`config.mk`:
```
export PLATFORM = sky130hd
export DESIGN_NAME = sequencer_vmoncompare_flat
export DESIGN_NICKNAME = d
export VERILOG_FILES = /design/src/rtl/sequencer_vmoncompare_pkg.sv /design/src/rtl/sequencer_vmoncompare_if.sv /design/src/rtl/sequencer_vmon_chan.sv /design/src/rtl/sequencer_vmoncompare.sv /design/src/flat_wrapper.sv
export SDC_FILE = /design/constraint.sdc
export NUM_CORES = 1
export LEC_CHECK = 0
export ABC_CLOCK_PERIOD_IN_PS = 1800
export CORE_UTILIZATION = 41
export CTS_BUF_LIST = sky130_fd_sc_hd__clkbuf_16
export DETAILED_ROUTE_END_ITERATION = 7
export MAX_ROUTING_LAYER = met4
export PLACE_DENSITY_LB_ADDON = 0.05
export REMOVE_ABC_BUFFERS = 1
export SLEW_MARGIN = 20
export SYNTH_ARGS = -nofsm -noshare
export SYNTH_HDL_FRONTEND = slang
export SYNTH_SLANG_ARGS = --single-unit
```
`constraint.sdc`:
```
create_clock -name CLOCK -period 1.8 [get_ports CLOCK]
set_clock_uncertainty 0.15 [all_clocks]
set_input_delay 0.45 -clock CLOCK [delete_from_list [all_inputs] [get_ports CLOCK]]
set_output_delay 0.45 -clock CLOCK [all_outputs]
set_load 0.05 [all_outputs]
```
`src/rtl/sequencer_vmoncompare_pkg.sv`:
```
// sequencer_vmoncompare_pkg: shared channel states, thresholds and the code classifier
// Contents: vmon_state_t, P_MAX_RAILS, VIN/VOUT UV/OV thresholds, P_VMON_HYST, vmon_classify().
package sequencer_vmoncompare_pkg;
  typedef enum logic [1:0] {ST_UNKNOWN, ST_LOW, ST_GOOD, ST_HIGH} vmon_state_t;
  localparam int P_MAX_RAILS = 16;
  localparam logic [12:0] P_VIN_UV_TH = 13'h600;
  localparam logic [12:0] P_VIN_OV_TH = 13'hA00;
  localparam logic [12:0] P_VOUT_UV_TH [P_MAX_RAILS] = '{default: 13'h600};
  localparam logic [12:0] P_VOUT_OV_TH [P_MAX_RAILS] = '{default: 13'hA00};
  localparam logic [12:0] P_VMON_HYST = 13'h020;
  // ST_UNKNOWN is returned for the hysteresis band: "no new opinion, keep current state".
  // Sums are formed at 14 bits so large thresholds never wrap.
  function automatic vmon_state_t vmon_classify(input logic [11:0] code, input logic [12:0] uv_th,
                                                input logic [12:0] ov_th, input logic [12:0] hyst);
    logic [13:0] c;
    c = {2'b00, code};
    if (c < 14'(uv_th)) return ST_LOW;
    if (c > 14'(ov_th)) return ST_HIGH;
    if (c >= 14'(uv_th) + 14'(hyst) && c + 14'(hyst) <= 14'(ov_th)) return ST_GOOD;
    return ST_UNKNOWN;
  endfunction
endpackage

```
`src/rtl/sequencer_vmoncompare_if.sv`:
```
// sequencer_vmoncompare_if: ADC level inputs and status outputs of the vmon compare block
// Signals: ADC_VIN_LEVEL_Q/ADC_VOUT_LEVEL_Q {ever-valid, strobe, code}, FAULT_CLR,
//   VIN_GOOD/VIN_UV, RAIL_GOOD/RAIL_UV/RAIL_OV, FAULT_STICKY, ADC_STALE (VMON_TIMEOUT_EN only).
// Modports: master drives levels/clear, slave (the compare block) drives status.
interface sequencer_vmoncompare_if #(parameter int VRAILS = 4);
  logic [13:0]          ADC_VIN_LEVEL_Q;
  logic [VRAILS*14-1:0] ADC_VOUT_LEVEL_Q;
  logic                 FAULT_CLR;
  logic                 VIN_GOOD;
  logic                 VIN_UV;
  logic [VRAILS-1:0]    RAIL_GOOD;
  logic [VRAILS-1:0]    RAIL_UV;
  logic [VRAILS-1:0]    RAIL_OV;
  logic                 FAULT_STICKY;
`ifdef VMON_TIMEOUT_EN
  logic [VRAILS:0]      ADC_STALE;
  modport master (output ADC_VIN_LEVEL_Q, ADC_VOUT_LEVEL_Q, FAULT_CLR,
                  input VIN_GOOD, VIN_UV, RAIL_GOOD, RAIL_UV, RAIL_OV, FAULT_STICKY, ADC_STALE);
  modport slave (input ADC_VIN_LEVEL_Q, ADC_VOUT_LEVEL_Q, FAULT_CLR,
                 output VIN_GOOD, VIN_UV, RAIL_GOOD, RAIL_UV, RAIL_OV, FAULT_STICKY, ADC_STALE);
`else
  modport master (output ADC_VIN_LEVEL_Q, ADC_VOUT_LEVEL_Q, FAULT_CLR,
                  input VIN_GOOD, VIN_UV, RAIL_GOOD, RAIL_UV, RAIL_OV, FAULT_STICKY);
  modport slave (input ADC_VIN_LEVEL_Q, ADC_VOUT_LEVEL_Q, FAULT_CLR,
                 output VIN_GOOD, VIN_UV, RAIL_GOOD, RAIL_UV, RAIL_OV, FAULT_STICKY);
`endif
endinterface

```
`src/rtl/sequencer_vmon_chan.sv`:
```
// sequencer_vmon_chan: one monitored channel -- classify, debounce, state FSM, optional stale timeout
// Ports: CLOCK, RESET_N (async, active-low); level_q {ever-valid, strobe, code[11:0]};
//   uv_th/ov_th thresholds; state = current channel state; fault_set = GOOD left for LOW/HIGH
//   (or went stale); stale = no strobe for TIMEOUT_CLKS clocks (VMON_TIMEOUT_EN only).
module sequencer_vmon_chan
  import sequencer_vmoncompare_pkg::*;
#(
  parameter int SAMPLE_DB = 3
`ifdef VMON_TIMEOUT_EN
  ,
  parameter int TIMEOUT_CLKS = 4096
`endif
) (
  input  logic        CLOCK,
  input  logic        RESET_N,
  input  logic [13:0] level_q,
  input  logic [12:0] uv_th,
  input  logic [12:0] ov_th,
  output vmon_state_t state,
  output logic        fault_set
`ifdef VMON_TIMEOUT_EN
  ,
  output logic        stale
`endif
);
  localparam int CW = $clog2(SAMPLE_DB + 1);
  logic eval, sw;
  vmon_state_t cls, cand;
  logic [CW-1:0] cnt, cnt_nxt;
  assign eval = level_q[13] & level_q[12];
  assign cls = vmon_classify(level_q[11:0], uv_th, ov_th, P_VMON_HYST);
  always_comb begin
    cnt_nxt = cls == ST_UNKNOWN ? '0 : cls != cand ? CW'(1) : cnt == CW'(SAMPLE_DB) ? cnt : cnt + CW'(1);
    sw = eval && cls != ST_UNKNOWN && cls != state && cnt_nxt == CW'(SAMPLE_DB);
  end
`ifdef VMON_TIMEOUT_EN
  localparam int TW = $clog2(TIMEOUT_CLKS + 1);
  logic [TW-1:0] tcnt;
  logic to_hit;
  assign to_hit = !eval && tcnt == TW'(TIMEOUT_CLKS - 1);
  always_ff @(posedge CLOCK or negedge RESET_N)
    if (!RESET_N) begin
      tcnt <= '0;
      stale <= 1'b0;
    end else begin
      tcnt <= eval || to_hit ? '0 : tcnt + TW'(1);
      stale <= to_hit ? 1'b1 : eval ? 1'b0 : stale;
    end
  assign fault_set = state == ST_GOOD && (sw || to_hit);
`else
  assign fault_set = state == ST_GOOD && sw;
`endif
  // A band sample re-arms the debouncer on the current state; a stale channel must
  // collect a full fresh run of SAMPLE_DB samples before it is trusted again.
  always_ff @(posedge CLOCK or negedge RESET_N)
    if (!RESET_N) begin
      state <= ST_UNKNOWN;
      cand <= ST_UNKNOWN;
      cnt <= '0;
    end else if (eval) begin
      cand <= cls == ST_UNKNOWN ? state : cls;
      cnt <= cnt_nxt;
      if (sw) state <= cls;
    end
`ifdef VMON_TIMEOUT_EN
    else if (to_hit) begin
      state <= ST_UNKNOWN;
      cand <= ST_UNKNOWN;
      cnt <= '0;
    end
`endif
endmodule

```
`src/rtl/sequencer_vmoncompare.sv`:
```
// sequencer_vmoncompare: VIN + VRAILS rail UV/OV/good classifier with debounce and sticky fault
// Ports: CLOCK, RESET_N (async, active-low); bus (slave modport) carries ADC levels, FAULT_CLR
//   and all status outputs. Optional stale timeout: define VMON_TIMEOUT_EN.
module sequencer_vmoncompare
  import sequencer_vmoncompare_pkg::*;
#(
  parameter int VRAILS = 4,
  parameter int SAMPLE_DB = 3
`ifdef VMON_TIMEOUT_EN
  ,
  parameter int TIMEOUT_CLKS = 4096
`endif
) (
  input logic CLOCK,
  input logic RESET_N,
  sequencer_vmoncompare_if.slave bus
);
  vmon_state_t st [VRAILS+1];
  logic [VRAILS:0] fset;
  logic [VRAILS-1:0] rail_good, rail_uv, rail_ov;
  logic fault;
`ifdef VMON_TIMEOUT_EN
  logic [VRAILS:0] stale;
  assign bus.ADC_STALE = stale;
`endif
  // Channel 0 is VIN, channel k+1 is rail k.
  for (genvar g = 0; g <= VRAILS; g++) begin : g_ch
    logic [13:0] lvl;
    logic [12:0] uv, ov;
    if (g == 0) begin : g_vin
      assign lvl = bus.ADC_VIN_LEVEL_Q;
      assign uv = P_VIN_UV_TH;
      assign ov = P_VIN_OV_TH;
    end else begin : g_rail
      assign lvl = bus.ADC_VOUT_LEVEL_Q[14*(g-1) +: 14];
      assign uv = P_VOUT_UV_TH[g-1];
      assign ov = P_VOUT_OV_TH[g-1];
    end
    sequencer_vmon_chan #(
      .SAMPLE_DB(SAMPLE_DB)
`ifdef VMON_TIMEOUT_EN
      , .TIMEOUT_CLKS(TIMEOUT_CLKS)
`endif
    ) u_chan (
      .CLOCK(CLOCK),
      .RESET_N(RESET_N),
      .level_q(lvl),
      .uv_th(uv),
      .ov_th(ov),
      .state(st[g]),
      .fault_set(fset[g])
`ifdef VMON_TIMEOUT_EN
      , .stale(stale[g])
`endif
    );
  end
  always_comb begin
    rail_good = '0;
    rail_uv = '0;
    rail_ov = '0;
    for (int i = 0; i < VRAILS; i++) begin
      rail_good[i] = st[i+1] == ST_GOOD;
      rail_uv[i] = st[i+1] == ST_LOW;
      rail_ov[i] = st[i+1] == ST_HIGH;
    end
  end
  // A new fault wins over a same-cycle clear so it is never lost.
  always_ff @(posedge CLOCK or negedge RESET_N)
    if (!RESET_N) fault <= 1'b0;
    else fault <= |fset ? 1'b1 : bus.FAULT_CLR ? 1'b0 : fault;
  assign bus.VIN_GOOD = st[0] == ST_GOOD;
  assign bus.VIN_UV = st[0] == ST_LOW;
  assign bus.RAIL_GOOD = rail_good;
  assign bus.RAIL_UV = rail_uv;
  assign bus.RAIL_OV = rail_ov;
  assign bus.FAULT_STICKY = fault;
endmodule
```
`src/flat_wrapper.sv`:
```
// flat-port wrapper written by rule: the top's interface ports become plain ports
module sequencer_vmoncompare_flat import sequencer_vmoncompare_pkg::*;
#(
  parameter int VRAILS = 4,
  parameter int SAMPLE_DB = 3

)
  (CLOCK, RESET_N, bus_ADC_VIN_LEVEL_Q, bus_ADC_VOUT_LEVEL_Q, bus_FAULT_CLR, bus_VIN_GOOD, bus_VIN_UV, bus_RAIL_GOOD, bus_RAIL_UV, bus_RAIL_OV, bus_FAULT_STICKY);
  sequencer_vmoncompare_if #(.VRAILS(VRAILS)) bus_i ();
  input logic CLOCK;
  input logic RESET_N;
  input wire logic [$bits(bus_i.ADC_VIN_LEVEL_Q)-1:0] bus_ADC_VIN_LEVEL_Q;
  input wire logic [$bits(bus_i.ADC_VOUT_LEVEL_Q)-1:0] bus_ADC_VOUT_LEVEL_Q;
  input wire logic [$bits(bus_i.FAULT_CLR)-1:0] bus_FAULT_CLR;
  output wire logic [$bits(bus_i.VIN_GOOD)-1:0] bus_VIN_GOOD;
  output wire logic [$bits(bus_i.VIN_UV)-1:0] bus_VIN_UV;
  output wire logic [$bits(bus_i.RAIL_GOOD)-1:0] bus_RAIL_GOOD;
  output wire logic [$bits(bus_i.RAIL_UV)-1:0] bus_RAIL_UV;
  output wire logic [$bits(bus_i.RAIL_OV)-1:0] bus_RAIL_OV;
  output wire logic [$bits(bus_i.FAULT_STICKY)-1:0] bus_FAULT_STICKY;
  assign bus_i.ADC_VIN_LEVEL_Q = bus_ADC_VIN_LEVEL_Q;
  assign bus_i.ADC_VOUT_LEVEL_Q = bus_ADC_VOUT_LEVEL_Q;
  assign bus_i.FAULT_CLR = bus_FAULT_CLR;
  assign bus_VIN_GOOD = bus_i.VIN_GOOD;
  assign bus_VIN_UV = bus_i.VIN_UV;
  assign bus_RAIL_GOOD = bus_i.RAIL_GOOD;
  assign bus_RAIL_UV = bus_i.RAIL_UV;
  assign bus_RAIL_OV = bus_i.RAIL_OV;
  assign bus_FAULT_STICKY = bus_i.FAULT_STICKY;
  sequencer_vmoncompare #(.VRAILS(VRAILS), .SAMPLE_DB(SAMPLE_DB)) u_core (.CLOCK(CLOCK), .RESET_N(RESET_N), .bus(bus_i));
endmodule
```
=== Word-level counts from Yosys, hierarchy flattened ===
Index checks and enable logic that the tools add are counted.

* Add/subtract/negate cells: 10
* Magnitude comparators: 20
* Equality and inequality tests: 34
* Mux-type cells: 82
* Bitwise logic cells: 5
* Reductions and logical operators: 42

{| class="wikitable"
|+ Operators with widths
! operator !! number
|-
| $mux 2 || 50
|-
| $add 12x6->13 const B || 5
|-
| $le 13x12->1 const B || 5
|-
| $ge 12x11->1 const B || 5
|-
| $gt 12x12->1 const B || 5
|-
| $lt 12x11->1 const B || 5
|-
| $eq 2x2->1 const B || 19
|-
| $mux 1 || 32
|-
| $logic_and 1x1->1 || 25
|-
| $ne 2x2->1 || 10
|-
| $reduce_bool 2->1 || 6
|-
| $add 2x1->2 const B || 5
|-
| $eq 2x1->1 const B || 5
|-
| $logic_not 2->1 || 5
|-
| $reduce_and 2->1 || 5
|-
| $and 1x1->1 || 5
|-
| $reduce_or 5->1 || 1
|}

* Flip-flop bits (word level): 31
* Input port bits: 73
* Output and inout port bits: 15
* Logic and storage cells: 209

=== Logic depth before layout (Yosys ltp) ===
* Word-level depth: 17
* Depth in mapped cells: 8
* Gate-level depth less buffers: 7

=== Cells and area by module ===
A second synthesis with hierarchy kept.

* Cell total of the unflattened synthesis: 1,024
* Area total of the unflattened synthesis: 8,079.0 µm²

{| class="wikitable"
|+ Modules (own cells, without submodules)
! module !! times used !! cells each !! area each (µm²) !! seq. area each (µm²)
|-
| sequencer_vmon_chan at u_core.g_ch[1].u_chan ... || 3 || 203 || 1,584.0 || 150.1
|-
| sequencer_vmon_chan at u_core.g_ch[0].u_chan || 1 || 197 || 1,620.3 || 150.1
|-
| sequencer_vmon_chan at u_core.g_ch[3].u_chan || 1 || 197 || 1,561.5 || 150.1
|-
| sequencer_vmoncompare || 1 || 21 || 145.1 || 25.0
|}

=== Worst setup path after synthesis ===
OpenSTA, ideal clock, no wires.

* Kind: input to register
* Start point: in bus_ADC_VOUT_LEVEL_Q[19]
* End point: reg u_core.g_ch[2].u_chan.state[0]
* Library setup time: 0.125 ns
* Data arrival time: 2.969 ns
* Data required time: 1.525 ns
* Slack: -1.444 ns
* Stages: 8
* Buffers on the path: 1
* Cells stage by stage: or4_1 -> buf_2 -> or4b_4 -> o221ai_2 -> xor2_1 -> a31o_2 -> or4_4 -> mux2_4

* Word-level cells in the longest chain between the ends: 15
* Elaborated cells between the ends (all ways): 28
* Classes of those cells: add/sub (1); order compare (4); eq/ne (3); mux (13); reduce/logical (7)

{| class="wikitable"
|+ Ends and longest elaborated chain
! element !! line !! RTL
|-
| start, declared || flat_wrapper.sv:13 || <nowiki>input wire logic [$bits(bus_i.ADC_VOUT_LEVEL_Q)-1:0] bus_ADC_VOUT_LEVEL_Q;</nowiki>
|-
| $add 12x6->13 || sequencer_vmoncompare_pkg.sv:19 || <nowiki>if (c >= 14'(uv_th) + 14'(hyst) && c + 14'(hyst) <= 14'(ov_th)) return ST_GOOD;</nowiki>
|-
| $le 13x12->1 || sequencer_vmoncompare_pkg.sv:19 ||
|-
| $logic_and 1x1->1 || sequencer_vmoncompare_pkg.sv:19 ||
|-
| $mux 1 (2 in a row) || sequencer_vmoncompare_pkg.sv:19 ||
|-
| $mux 1 || sequencer_vmoncompare_pkg.sv:18 || <nowiki>if (c > 14'(ov_th)) return ST_HIGH;</nowiki>
|-
| $mux 2 || sequencer_vmoncompare_pkg.sv:20 || <nowiki>return ST_UNKNOWN;</nowiki>
|-
| $mux 2 || sequencer_vmoncompare_pkg.sv:19 ||
|-
| $mux 2 (*) || sequencer_vmoncompare_pkg.sv:18 ||
|-
| $ne 2x2->1 || sequencer_vmon_chan.sv:33 || <nowiki>cnt_nxt = cls == ST_UNKNOWN ? '0 : cls != cand ? CW'(1) : cnt == CW'(SAMPLE_DB) ? cnt : cnt + CW'(1);</nowiki>
|-
| $mux 2 (2 in a row) || sequencer_vmon_chan.sv:33 ||
|-
| $eq 2x2->1 || sequencer_vmon_chan.sv:34 || <nowiki>sw = eval && cls != ST_UNKNOWN && cls != state && cnt_nxt == CW'(SAMPLE_DB);</nowiki>
|-
| $logic_and 1x1->1 || sequencer_vmon_chan.sv:34 ||
|-
| $reduce_and 2->1 (no source line) || n/a ||
|-
| end signal, assigned || sequencer_vmon_chan.sv:63 || <nowiki>if (sw) state <= cls;</nowiki>
|-
| end, declared || sequencer_vmon_chan.sv:19 || <nowiki>output vmon_state_t state,</nowiki>
|}

Every way passes the cells marked *; elsewhere a longest branch is shown, timed or not. The select of a mux whose other input is x is not followed.
A chain may end at the register's enable or synchronous reset.

=== Worst setup path in the final report ===
Ends and elaborated chain as after synthesis.

==> out/results.ini <==
[logic_synthesis]
synthSimpleGateAreaFrac_pct=29.1
synth_warnings=0
synthXorXnorAreaFrac_pct=3.58
yosysUniqueCellTypes=57
yosysSeqAreaShare_pct=31.7
synth_flop_cell=dfrtp_1
synth_cells=304
syn_area_um2=2450
synth_mux_area_share_pct=4.65
ys_seq_elements=31
synth-edff-count=0
synth-adder-area-share_pct=0
synth_compound_gate_area_share_pct=27.0
synth_top_family_by_area=simple AND/OR/NAND/NOR gates
ys_async_sr_fraction_pct=100
synth.avg_cell_area_um2=8.05

[sta]
worst_pin_slew_ns=0.444
worst_slack_ns=-1.18
drv_slew=0
hold_violations=0
period_share_pct=166
setup_viol=33
holdWs_ns=0.394
period_minus_slack_ns=2.98
slew-limit-headroom_pct=70.3
clock.fmax_mhz=335
rsz0062_at_grt=true

[global_route]
antenna_found_initial=0
grt_pass1_wl_um=15400
grt.total_usage_pct=31.6
grt_max_degree=32
grt_overflow=0
grt_pass1_vias=3440

[setup_path]
worstSetupPathType=in2reg
crit_path_max_incr_delay_ns=0.55
cpMostUsedCell=or4_4
crit_slowest_cell=or4b_4
critPathMaxFanout=2
cp.required_ns=1.80
cp-start-kind=input port
cp_num_buf_inv=1
crit_arrival_ns=2.99
end_kind=flip-flop
cp_top_family=simple AND/OR/NAND/NOR gates
worstPathCellList=buf_6 -> or4_4 -> or4b_4 -> o221ai_4 -> xor2_2 -> o21ai_2 -> or4_4 -> mux2_4

[outcome]
status=finished with violations
violations=setup timing

[placement]
port_buffers=87
routabilityCongestion=0.928
dpl.hpwl_um=5670
placed_cell_area_um2=4230

[cts]
ctsHoldBuffers=0
cts_sinks=31
cts_tree=yes
cts_made_buffers=5
cts.path.max_buffers=2
clock_latency_ns=0.28
worst_setup_hold_path_clk_slew_ns=0.06
htreeDepth=2
cts-root-buf=clkbuf_16

[drt]
drt_pass1_iterations=5
wl_per_cell_um=20.3
via_per_inst=6.19
antenna_left=0
drtIter0Drc=223
num_vias=3554
drc=0
wl_um=11700

[min_path]
hp-class=in2async

[finish]
layout-drive-gt1-share_pct=53.0
nNetsFinal=574
final_cell_mix=buf_4 (95), clkdlybuf4s50_1 (30), dfrtp_1 (30)
n_antenna_cell=0
stdcell_area_um2=5070
utilization_pct=89.8
final_common_cell=buf_4
area_delta_synth_final_pct=107

[floorplan]
ios=88
die_w_um=79.3
coreArea_um2=5640
std_cell_rows=27
fp.dieH_um=79.3
start_util_pct=43.4
dieArea_um2=6290

[pwr]
leakage_nw=2.24
peakVddDrop_mv=0.981
powerDensity_nw_per_um2=1030

[job]
cap_violations=0

==> area by class of cell <==
cell class	instances	area, µm²
Clock inverter	3	38.8
Tap cell	72	90.1
Clock buffer	5	125
Multi-Input combinational cell	248	2120
Timing Repair Buffer	200	1860
Sequential cell	31	777
Inverter	15	58.8
Fill cell	230	574
==> metrics by stage <==
step                      std cells  total power (W)  TNS (ns)  setup slack, ns
final                           574          0.00522    -17.29            -1.18
after global routing            574          0.00539    -18.75            -1.22
after CTS                       569          0.00481    -14.65            -1.14
after detailed placement        546          0.00361    -36.56            -1.86
after global placement          546          0.00357    -35.15            -1.80
after floorplan                 294          0.00220    -18.89            -1.44
==> cells in the mapped netlist (7+ instances only) <==
master | count | share of area [%]
clkbuf_1 | 8 | 1.2
dfrtp_1 | 31 | 32
or4_1 | 12 | 3.7
a21oi_1 | 24 | 4.9
nand2b_1 | 7 | 1.8
inv_1 | 15 | 2.3
nor2_1 | 25 | 3.8
nor2b_1 | 11 | 2.8
a31oi_1 | 8 | 2.0
nand2_1 | 31 | 4.8
o21ai_0 | 21 | 4.3
mux2_2 | 7 | 3.2
==> state kept, by name, indices dropped and copies added, names as in the netlist <==
| register | count |
|---|---|
| u_core.g_ch.u_chan.cand | 10 |
| u_core.g_ch.u_chan.cnt | 10 |
| u_core.g_ch.u_chan.state | 10 |
| u_core.bus.FAULT_STICKY | 1 |
==> path summary, 6_finish.rpt <==
path	start	endpoint	slack, ns	cells after the start
worst max register to register	u_core.g_ch[4].u_chan.state[1]$_DFFE_PN0P_	u_core.g_ch[4].u_chan.state[0]$_DFFE_PN0P_	-0.16	6
worst min register to register	u_core.g_ch[3].u_chan.cnt[0]$_DFFE_PN0P_	u_core.g_ch[3].u_chan.cnt[0]$_DFFE_PN0P_	0.40	2
worst min-delay path	RESET_N	u_core.g_ch[3].u_chan.cnt[1]$_DFFE_PN0P_	0.39	2
worst max-delay path	bus_ADC_VOUT_LEVEL_Q[19]	u_core.g_ch[2].u_chan.state[0]$_DFFE_PN0P_	-1.18	8
max in group asynchronous	RESET_N	u_core.g_ch[4].u_chan.state[0]$_DFFE_PN0P_	0.91	2
min in group CLOCK	u_core.g_ch[3].u_chan.cnt[0]$_DFFE_PN0P_	u_core.g_ch[3].u_chan.cnt[0]$_DFFE_PN0P_	0.40	2
==> per-layer routing <==
layer  vias to the layer above  part of all wire (%)  wire length (µm)  GRT usage, %
met5                         -                     0                 0             -
met4                         0                   5.2               602          10.4
met3                        68                   6.9               806          3.91
met2                       232                    51              5920          59.7
met1                      1719                    37              4350          33.7
li1                       1535                     -                 -             -
==> worst register-to-register path: cells and delay by family, from the launching register on <==
family / cells / cell delay (ns)
flip-flops: 1 / 0.43
AO/OA/AOI/OAI: 2 / 0.30
buffers and inverters: 1 / 0.14
AND/OR/NAND/NOR: 2 / 0.48
multiplexers: 1 / 0.34
==> report_power, final <==
part	internal, W	switching (W)
clock	0.000645	0.000319
sequential	0.000889	0.000276
combinational	0.00157	0.00152
total	0.00310	0.00212
==> logic make-up (layout without fill, tap and decap cells) <==
family,Yosys count,after routing
buffers and inverters,25,223
AOI/OAI and AO/OA,100,100
and+or+nand+nor,128,128
muxes,10,10
xor gates and xnor gates,10,10
DFF,31,31
==> what timing repair did <==
item,4_1_cts,5_1_grt
gates resized for setup,242,45
pin swaps,69,45
setup buffers,19,9
setup endpoints to repair,33,36
No activity file was read; power rests on OpenSTA's default activity.
